<file path="src/rtl/mod_n_pkg.sv">
// ============================================================================
// Module : mod_n_pkg
// Brief  : Shared constants, duty-shadow state type and duty clamp helper
//          for the mod-N PWM generator.
// Rev    : 1.0  initial release
// ============================================================================
`default_nettype none

package mod_n_pkg;

    localparam int N  = 4;
    localparam int W  = 2;
    localparam int DW = 3;

    typedef enum logic [0:0] {
        IDLE = 1'b0,
        PEND = 1'b1
    } state_t;

    // Saturate a requested duty at the modulus (100% high).
    function automatic int clamp_duty(input int duty, input int n);
        return (duty > n) ? n : duty;
    endfunction

endpackage

`default_nettype wire

</file>
<file path="src/rtl/mod_n_duty_shadow.sv">
// ============================================================================
// Module : mod_n_duty_shadow
// Brief  : Double-buffered duty register; writes are held pending and become
//          active only on the period boundary cycle.
// Rev    : 1.0  initial release
// ============================================================================
`default_nettype none

module mod_n_duty_shadow
    import mod_n_pkg::*;
#(
    parameter int N  = mod_n_pkg::N,
    parameter int DW = mod_n_pkg::DW
) (
    input  logic          clk,
    input  logic          rst,
    input  logic          bnd_i,
    input  logic [DW-1:0] duty_i,
    input  logic          wr_i,
    output logic [DW-1:0] duty_act_o,
    output logic          pending_o,
    output logic          wr_ack_o
);

    state_t        state_q;
    logic [DW-1:0] duty_pend_q;
    logic [DW-1:0] duty_act_q;
    logic          wr_ack_q;
    logic [DW-1:0] duty_clamp;

    assign duty_clamp = DW'(clamp_duty(32'(duty_i), N));

    always_ff @(posedge clk or negedge rst) begin
        if (!rst) begin
            state_q     <= IDLE;
            duty_pend_q <= '0;
            duty_act_q  <= '0;
            wr_ack_q    <= 1'b0;
        end else begin
            wr_ack_q <= wr_i;
            case (state_q)
                IDLE: begin
                    // A write landing on the boundary bypasses the shadow.
                    if (wr_i && bnd_i) begin
                        duty_act_q <= duty_clamp;
                    end else if (wr_i) begin
                        duty_pend_q <= duty_clamp;
                        state_q     <= PEND;
                    end
                end
                PEND: begin
                    if (bnd_i) begin
                        duty_act_q <= wr_i ? duty_clamp : duty_pend_q;
                        state_q    <= IDLE;
                    end else if (wr_i) begin
                        duty_pend_q <= duty_clamp;
                    end
                end
                default: state_q <= IDLE;
            endcase
        end
    end

    assign duty_act_o = duty_act_q;
    assign pending_o  = (state_q == PEND);
    assign wr_ack_o   = wr_ack_q;

endmodule

`default_nettype wire

</file>
<file path="src/rtl/mod_n_pwm_gen.sv">
// ============================================================================
// Module : mod_n_pwm_gen
// Brief  : PWM generator driven by an external mod-N count, with glitch-free
//          double-buffered duty, period tick and sticky range error.
// Rev    : 1.0  initial release
// ============================================================================
`default_nettype none

module mod_n_pwm_gen
    import mod_n_pkg::*;
#(
    parameter int N  = mod_n_pkg::N,
    parameter int W  = mod_n_pkg::W,
    parameter int DW = mod_n_pkg::DW
) (
    input  logic          clk,
    input  logic          rst,
    input  logic          cnt_en,
    input  logic [W-1:0]  cnt,
    input  logic [DW-1:0] duty_in,
    input  logic          duty_wr,
    output logic          wr_ack,
    output logic          pending,
    output logic          pwm_out,
    output logic          period_tick,
    output logic          range_err
);

    logic          bnd;
    logic          in_range;
    logic          pwm_d;
    logic [DW-1:0] duty_act;
    logic          pwm_q;
    logic          tick_q;
    logic          rerr_q;

    assign in_range = (32'(cnt) < N);
    assign bnd      = cnt_en && (32'(cnt) == N - 1);
    // duty_act here is still the pre-boundary value, so a new duty starts at count 0.
    assign pwm_d    = in_range && (32'(cnt) < 32'(duty_act));

    mod_n_duty_shadow #(
        .N  (N),
        .DW (DW)
    ) u_shadow (
        .clk        (clk),
        .rst        (rst),
        .bnd_i      (bnd),
        .duty_i     (duty_in),
        .wr_i       (duty_wr),
        .duty_act_o (duty_act),
        .pending_o  (pending),
        .wr_ack_o   (wr_ack)
    );

    always_ff @(posedge clk or negedge rst) begin
        if (!rst) begin
            pwm_q  <= 1'b0;
            tick_q <= 1'b0;
            rerr_q <= 1'b0;
        end else begin
            tick_q <= bnd;
            if (cnt_en) begin
                pwm_q <= pwm_d;
                if (!in_range) begin
                    rerr_q <= 1'b1;
                end
            end
        end
    end

    assign pwm_out     = pwm_q;
    assign period_tick = tick_q;
    assign range_err   = rerr_q;

endmodule

`default_nettype wire

</file>
<file path="config.mk">
export PLATFORM = sky130hd
export DESIGN_NAME = mod_n_pwm_gen
export DESIGN_NICKNAME = d
export VERILOG_FILES = /design/src/rtl/mod_n_pkg.sv /design/src/rtl/mod_n_duty_shadow.sv /design/src/rtl/mod_n_pwm_gen.sv
export SDC_FILE = /design/constraint.sdc
export NUM_CORES = 1
export LEC_CHECK = 0
export BUFFER_PORTS_ARGS = -buffer_cell sky130_fd_sc_hd__buf_4
export CAP_MARGIN = 40
export CORE_AREA = 2 2 39 41
export DETAILED_ROUTE_END_ITERATION = 7
export DIE_AREA = 0 0 41 43
export HOLD_SLACK_MARGIN = 0.1
export PLACE_DENSITY = 0.67
export SYNTH_ARGS = -nofsm -noshare
export SYNTH_HDL_FRONTEND = slang
export SYNTH_SLANG_ARGS = --single-unit
</file>
<file path="constraint.sdc">
create_clock -name clk -period 1.9 [get_ports clk]
set_clock_uncertainty 0.1 [all_clocks]
set_input_delay 0.38 -clock clk [delete_from_list [all_inputs] [get_ports clk]]
set_output_delay 0.38 -clock clk [all_outputs]
set_load 0.05 [all_outputs]
</file>
==> results.tsv, run 1 <==
metric	value	unit
starting density of the core	34.0	%
Sum Neg Setup Slack	0	ns
Yosys warning count	0	
Peak VDD IR	0.000346	V
pin count of the biggest net entering global routing	11	
DIE WIDTH	41	um
initial antenna violation count	0	
min Tclk post-route	1.43	ns
f_max	699	MHz
sequential cell area fraction in the yosys report	53.2	%
Rows	14	
Post-layout nets	66	
worst hold start	duty_wr	
post-route ant nets	0	
slowest cell delay on critical path	0.46	ns
1st-pass router iterations	3	
vias in the first global route	342	
Fin. Hold Viols	0	
Synthesized Nets	50	
Buf+Inv Stages, Crit Path	1	
largest family of logic cells by synthesized area	simple AND/OR/NAND/NOR gates	
fill count	137	
H-tree levels	1	
critical path data arrival time	0.95	ns
Final period util	75.3	%
GRT Util Overall	12.1	%
largest delay contributor family on the critical path	flip-flops	
count of cell types in the netlist	21	
Area Overhead vs Synth	27.7	%
Critical Path End Type	primary output	
grt ovf	0	
via count	350	
Mapped Cells	40	
reg2reg setup slack	0.67	ns
CTS Root Cell	clkbuf_4	
CTS max path bufs	2	
Die Y	43	um
most frequent cells in the layout	buf_4, dfrtp_1, mux2_2, o22a_1, clkbuf_4	
wire per inst	12.3	um
Ports	14	
Layout Utilization	43.4	%
Synth Area in Compound Gates	13.3	%
number of diodes	0	
CP Launch Type	flip-flop	
reg2reg end	u_shadow.duty_act_o[0]	
FF-to-FF Start	u_shadow.pending_o	
routed wire length	858	um
PortBufs	12	
CP max-delay cell	dfrtp_1	
adder-cell share of the synthesized area	2.66	%
placeable core region	0.00138	mm2
first-pass GRT wire length	1370	um
die area	0.00176	mm2
clock slew at reported path FFs	0.06	ns
GP Congestion	0.703	
CP Class	reg2out	
worst-path cell chain	buf_4	
Seq. cell area	250	um2
Starting DRT DRC Count	8	
post-synthesis area per instance	11.8	um2
Clk Latency, worst-skew pair	0.25	ns
mux cell area share after synthesis	7.18	%
clk sinks	10	
leak pwr	0.278	nW
layout cell share with drive strength beyond 1	37.0	%
WHS Endpoint	u_shadow.wr_ack_o	
CTS tree	done	
drt via density	5.00	
run status	completed	
HP Class	in2reg	
crit-path max FO	6	
setup violators final	0	
FF+latch count, synth	10	
RSZ-0062 raised after global routing	false	
Num CTS Buffers	3	
worst reg2reg path depth	3	
synthesized area	470	um2
DRC viols	0	
critical path required time	1.42	ns
PwrDens	914	mW/mm2
Synth Area in Simple Gates	18.6	%
WHS Path Cells	1	
Setup crit start	u_shadow.pending_o	
post-DP HPWL	658	um
post-CTS setup repair buffer count	0	
most common cell after layout, fill and taps aside	buf_4	
max-cap violations	0	
area of the multi-input gates	200	um2
Final Max Slew Viols	0	
Synth Area in XOR/XNOR	0	%
==> synthesized netlist by cell type, drive strengths merged <==
| master | count | share of area, % |
|---|---|---|
| nand3b | 2 | 3.2 |
| nand2b | 1 | 1.3 |
| ha | 1 | 2.7 |
| o22a | 3 | 5.6 |
| nand2 | 2 | 1.6 |
| or2b | 1 | 1.6 |
| inv | 2 | 1.6 |
| nand3 | 2 | 2.1 |
| o221a | 2 | 4.8 |
| clkbuf | 1 | 1.1 |
| a21oi | 1 | 1.1 |
| nand4 | 1 | 2.7 |
| nor2b | 2 | 2.7 |
| dfrtp | 10 | 53 |
| mux2 | 3 | 7.2 |
| conb | 1 | 0.80 |
| nor2 | 2 | 1.6 |
| nand4b | 1 | 1.9 |
| a32oi | 1 | 1.9 |
| buf | 1 | 1.6 |
==> flip-flops by register name, indices dropped and copies added, names as in the netlist <==
register and count:
u_shadow.pending_o 1, period_tick 1, u_shadow.duty_act_o 3, u_shadow.duty_pend_q 3
u_shadow.wr_ack_o 1, pwm_out 1
==> power breakdown <==
group | internal [mW] | total (mW) | leakage [nW] | switching (mW)
sequential | 0.247 | 0.271 | 0.119 | 0.0244
combinational | 0.0648 | 0.144 | 0.145 | 0.0789
clock | 0.0726 | 0.134 | 0.0138 | 0.0616
total | 0.384 | 0.549 | 0.278 | 0.165
==> worst max path at each step <==
| stage | to | slack (ns) | cells after the start |
|---|---|---|---|
| 6_report | pending | 0.47 | 1 |
| 5_1_grt | pending | 0.42 | 1 |
| 4_1_cts | pending | 0.47 | 1 |
| 3_5_place_dp | u_shadow.duty_pend_q[0] | 0.56 | 4 |
| 3_3_place_gp | u_shadow.duty_pend_q[1] | 0.58 | 4 |
| 2_1_floorplan | u_shadow.duty_act_o[0] | 0.45 | 3 |
==> cells by family (layout without fill, tap and decap cells) <==
| kind of cell | Yosys count | count (layout) |
|---|---|---|
| muxes | 3 | 3 |
| AOI/OAI and AO/OA | 7 | 7 |
| and+or+nand+nor | 14 | 14 |
| adders and majority gates | 1 | 1 |
| DFF | 10 | 10 |
| buffers and inverters | 4 | 18 |
| other | 1 | 1 |
==> cell type report <==
cell class | count | share of cell area (%)
Clock buffer | 3 | 3.75
Inverter | 2 | 1.25
Multi-Input combinational cell | 26 | 33.3
Sequential cell | 10 | 41.7
Tap cell | 16 | 3.33
Timing Repair Buffer | 13 | 16.7
==> layer usage <==
metal / wire length (um) / part of all wire, % / vias up / track usage (%)
met5: 0 / 0 / - / 0
met4: 19 / 2.2 / 0 / 12.0
met3: 46 / 5.4 / 2 / 1.57
met2: 400 / 47 / 10 / 17.8
met1: 391 / 46 / 167 / 13.6
li1: - / - / 171 / -
==> timing repair <==
action,in CTS,in global routing
endpoints found under the hold margin,10,0
endpoints found under the setup margin,0,0
hold buffers,1,0
gates resized for setup,0,0
==> through the flow <==
| stage | setup slack (ns) | cell area [um2] | instances | power, mW | hold WS [ns] |
|---|---|---|---|---|---|
| 2_1_floorplan | 0.450 | 470 | 40 | 0.369 | -0.0156 |
| 4_1_cts | 0.471 | 601 | 70 | 0.560 | 0.193 |
| 6_report | 0.470 | 601 | 70 | 0.549 | 0.201 |
| 5_1_grt | 0.422 | 601 | 70 | 0.587 | 0.194 |
| 3_5_place_dp | 0.563 | 568 | 66 | 0.419 | 0.115 |
| 3_3_place_gp | 0.575 | 568 | 66 | 0.418 | 0.114 |
No activity file was read; power rests on OpenSTA's default activity.
==> inputs of run 2 (changes only) <==
--- a/config.mk
+++ b/config.mk
@@ -5,13 +5,14 @@
 export SDC_FILE = /design/constraint.sdc
 export NUM_CORES = 1
 export LEC_CHECK = 0
+export ABC_AREA = 1
 export BUFFER_PORTS_ARGS = -buffer_cell sky130_fd_sc_hd__buf_4
 export CAP_MARGIN = 40
 export CORE_AREA = 2 2 39 41
 export DETAILED_ROUTE_END_ITERATION = 7
 export DIE_AREA = 0 0 41 43
 export HOLD_SLACK_MARGIN = 0.1
-export PLACE_DENSITY = 0.67
+export PLACE_DENSITY = 0.7
 export SYNTH_ARGS = -nofsm -noshare
 export SYNTH_HDL_FRONTEND = slang
 export SYNTH_SLANG_ARGS = --single-unit
==> constraint.sdc (replaced) <==
create_clock -name clk -period 1.45 [get_ports clk]
set_clock_uncertainty 0.1 [all_clocks]
set_input_delay 0.29 -clock clk [delete_from_list [all_inputs] [get_ports clk]]
set_output_delay 0.29 -clock clk [all_outputs]
set_load 0.05 [all_outputs]
==> run 2 against run 1 <==
Net effect:
- sequential power grew 23%
- sequential share of layout area decreased by 4.0 points
- total power rose by 41%
- synthesized area grew 7.4%
- routed wire length rose by 13%
- combinational power rose by 28%
- non-clock buffer count grew 1
- die area is the same
- highest routed layer unchanged
==> results.tsv, run 2 <==
metric	value	unit	change
run status	completed		
Primary FF master, synth	dfrtp_1		
fill count	144		+5.1%
number of diodes	0		unchanged
Clk Latency, worst-skew pair	0.27	ns	+0.02 ns
GR peak layer	met2		
Critical Path End Type	flip-flop		
largest cells by area after synthesis	dfrtp_1, nand2_1, inv_1, nand3_1, o21ai_0		
dpl cell area	608	um2	+7.0%
crit-path max FO	8		+2
most frequent cell after synthesis	nand2_1		
HP Class	in2reg		
1st-pass router iterations	4		+1
CP Class	in2reg		
Sum Neg Setup Slack	0	ns	unchanged
post-CTS sizing	0		unchanged
Num CTS Buffers	3		unchanged
met1 usage	14.6	%	+0.95 points
Setup crit start	duty_wr		
synthesized area	505	um2	+7.4%
Fin. Hold Viols	0		unchanged
Starting DRT DRC Count	7		-1
pre-CTS setup slack	0.275	ns	-0.288 ns
worst setup margin	0.0863	ns	-0.384 ns
EDFF count, synth	0		unchanged
post-route ant nets	0		unchanged
Ports	14		unchanged
CTS tree	done		
Final Max Slew Viols	0		unchanged
max-cap violations	0		unchanged
via count	446		+27%
die area	0.00176	mm2	unchanged
RSZ-0062 raised after global routing	false		
reg2reg end	pwm_out		
Yosys warning count	0		unchanged
clock slew at reported path FFs	0.07	ns	about the same
crit path to	u_shadow.duty_act_o[2]		
pin count of the biggest net entering global routing	11		unchanged
Mapped Cells	62		+55%
Peak VDD IR	0.000459	V	+33%
min Tclk post-route	1.36	ns	
share of the synthesized area in the top cell type	49.5	%	-3.7 points
met3 Use GR	6.28	%	+4.7 points
layout cell share with drive strength beyond 1	29.1	%	-7.9 points
post-DP HPWL	765	um	+16%
Final Cell Area	664	um2	+11%
worst reg2reg path depth	5		+2
Area Overhead vs Synth	31.4	%	
drt via density	4.69		-6.1%
first-pass GRT wire length	1500	um	+9.5%
setup violators final	0		unchanged
CP Launch Type	primary input		
placeable core region	0.00138	mm2	unchanged
starting density of the core	36.5	%	+2.5 points
PwrDens	1160	mW/mm2	+27%
grt ovf	0		unchanged
DIE WIDTH	41	um	unchanged
critical path required time	1.54	ns	+0.12 ns
leak pwr	0.350	nW	+26%
initial antenna violation count	0		unchanged
Rows	14		unchanged
critical path data arrival time	1.46	ns	+0.51 ns
post-CTS setup repair buffer count	0		unchanged
DRC viols	0		unchanged
dominant cell type by area after synthesis	dfrtp_1		
Die Y	43	um	unchanged
asr flop ratio synth	100	%	unchanged
count of cell types in the netlist	16		-24%
most frequent cells in the layout	nand2_1, buf_4, dfrtp_1, inv_1		
FF-to-FF Start	u_shadow.duty_act_o[1]		
GP Congestion	0.843		+20%
commonest cells in the netlist	nand2_1, dfrtp_1, inv_1		
post-synthesis area per instance	8.15	um2	-31%
CTS max path bufs	2		unchanged
reg2reg setup slack	0.34	ns	-0.33 ns
H-tree levels	1		unchanged
PortBufs	12		unchanged
Post-layout nets	90		+36%
grt met2 use	20.3	%	+2.5 points
most common cell after layout, fill and taps aside	nand2_1		
clk sinks	10		unchanged
vias in the first global route	407		+19%
f_max	733	MHz	
FF+latch count, synth	10		unchanged
CTS Root Cell	clkbuf_4		
wire per inst	10.2	um	-17%
sequential cell area fraction in the yosys report	49.5	%	-3.7 points
Final period util	94.0	%	
Synthesized Nets	72		+44%
routed wire length	971	um	+13%
GRT Util Overall	13.2	%	+1.1 points
==> run 2: changes by cell type after synthesis, moves of 3 or more <==
cell,change
nand2_1,+18
nand3_1,+3
inv_1,+7
o22a_1,-3
o21ai_0,+5
mux2_2,-3
==> run 2: through the flow <==
step | total power, mW | hold slack (ns) | util, % | std cells
final | 0.772 | 0.198 | 48.0 | 95
after CTS | 0.782 | 0.199 | 48.0 | 95
after detailed placement | 0.523 | 0.0253 | 43.9 | 89
after global routing | 0.825 | 0.190 | 48.0 | 95
after floorplan | 0.456 | -0.106 | - | 62
after global placement | 0.516 | 0.0276 | 43.9 | 89
==> run 2: metal layers <==
layer | wire length [um] | vias up | part of all wire (%)
li1 | - | 223 | -
met5 | 0 | - | 0
met4 | 15 | 0 | 1.5
met2 | 490 | 18 | 50
met3 | 59 | 3 | 6.1
met1 | 405 | 202 | 42
==> run 2: cell families after synthesis <==
| family | synth area share (%) |
|---|---|
| other cells | 0.742 |
| buf+inv | 8.17 |
| flops | 49.5 |
| fa+ha+maj | 2.47 |
| compound gates | 7.67 |
| simple gates | 31.4 |
==> run 2: critical path: stages <==
cell,delay [ns]
dlygate4sd3_1,0.54
buf_4,0.17
o21ai_0,0.27
nand3_1,0.10
o21ai_0,0.09
==> run 2: how the worst min path moves through the flow <==
stage / start / endpoint / slack, ns / depth (start not counted)
floorplan: rst / period_tick / -0.11 / 0
global placement: rst / u_shadow.duty_pend_q[2] / 0.03 / 1
detailed placement: rst / period_tick / 0.03 / 1
CTS: cnt[1] / period_tick / 0.20 / 3
global route: cnt[1] / period_tick / 0.19 / 3
finish: cnt[1] / period_tick / 0.20 / 3
==> run 2: final cells by class <==
class / instances / area [um2] / share of cell area [%]
multi-input cells: 42 / 214 / 32.2
clock buffers: 4 / 36.3 / 5.46
well taps: 16 / 20.0 / 3.01
flip-flops and latches: 10 / 250 / 37.7
inverters: 9 / 33.8 / 5.08
repair buffers: 14 / 110 / 16.6
==> run 2: where the power goes <==
part           total, mW  leakage, nW  switching (mW)  internal [mW]
clock              0.254       0.0210           0.101          0.153
sequential         0.334        0.123          0.0176          0.316
combinational      0.185        0.206           0.119         0.0658
==> run 2: repair_timing <==
action                                  in CTS  in global routing
endpoints found under the setup margin       0                  0
hold buffers                                 2                  0
hold endpoints to repair                    11                  0
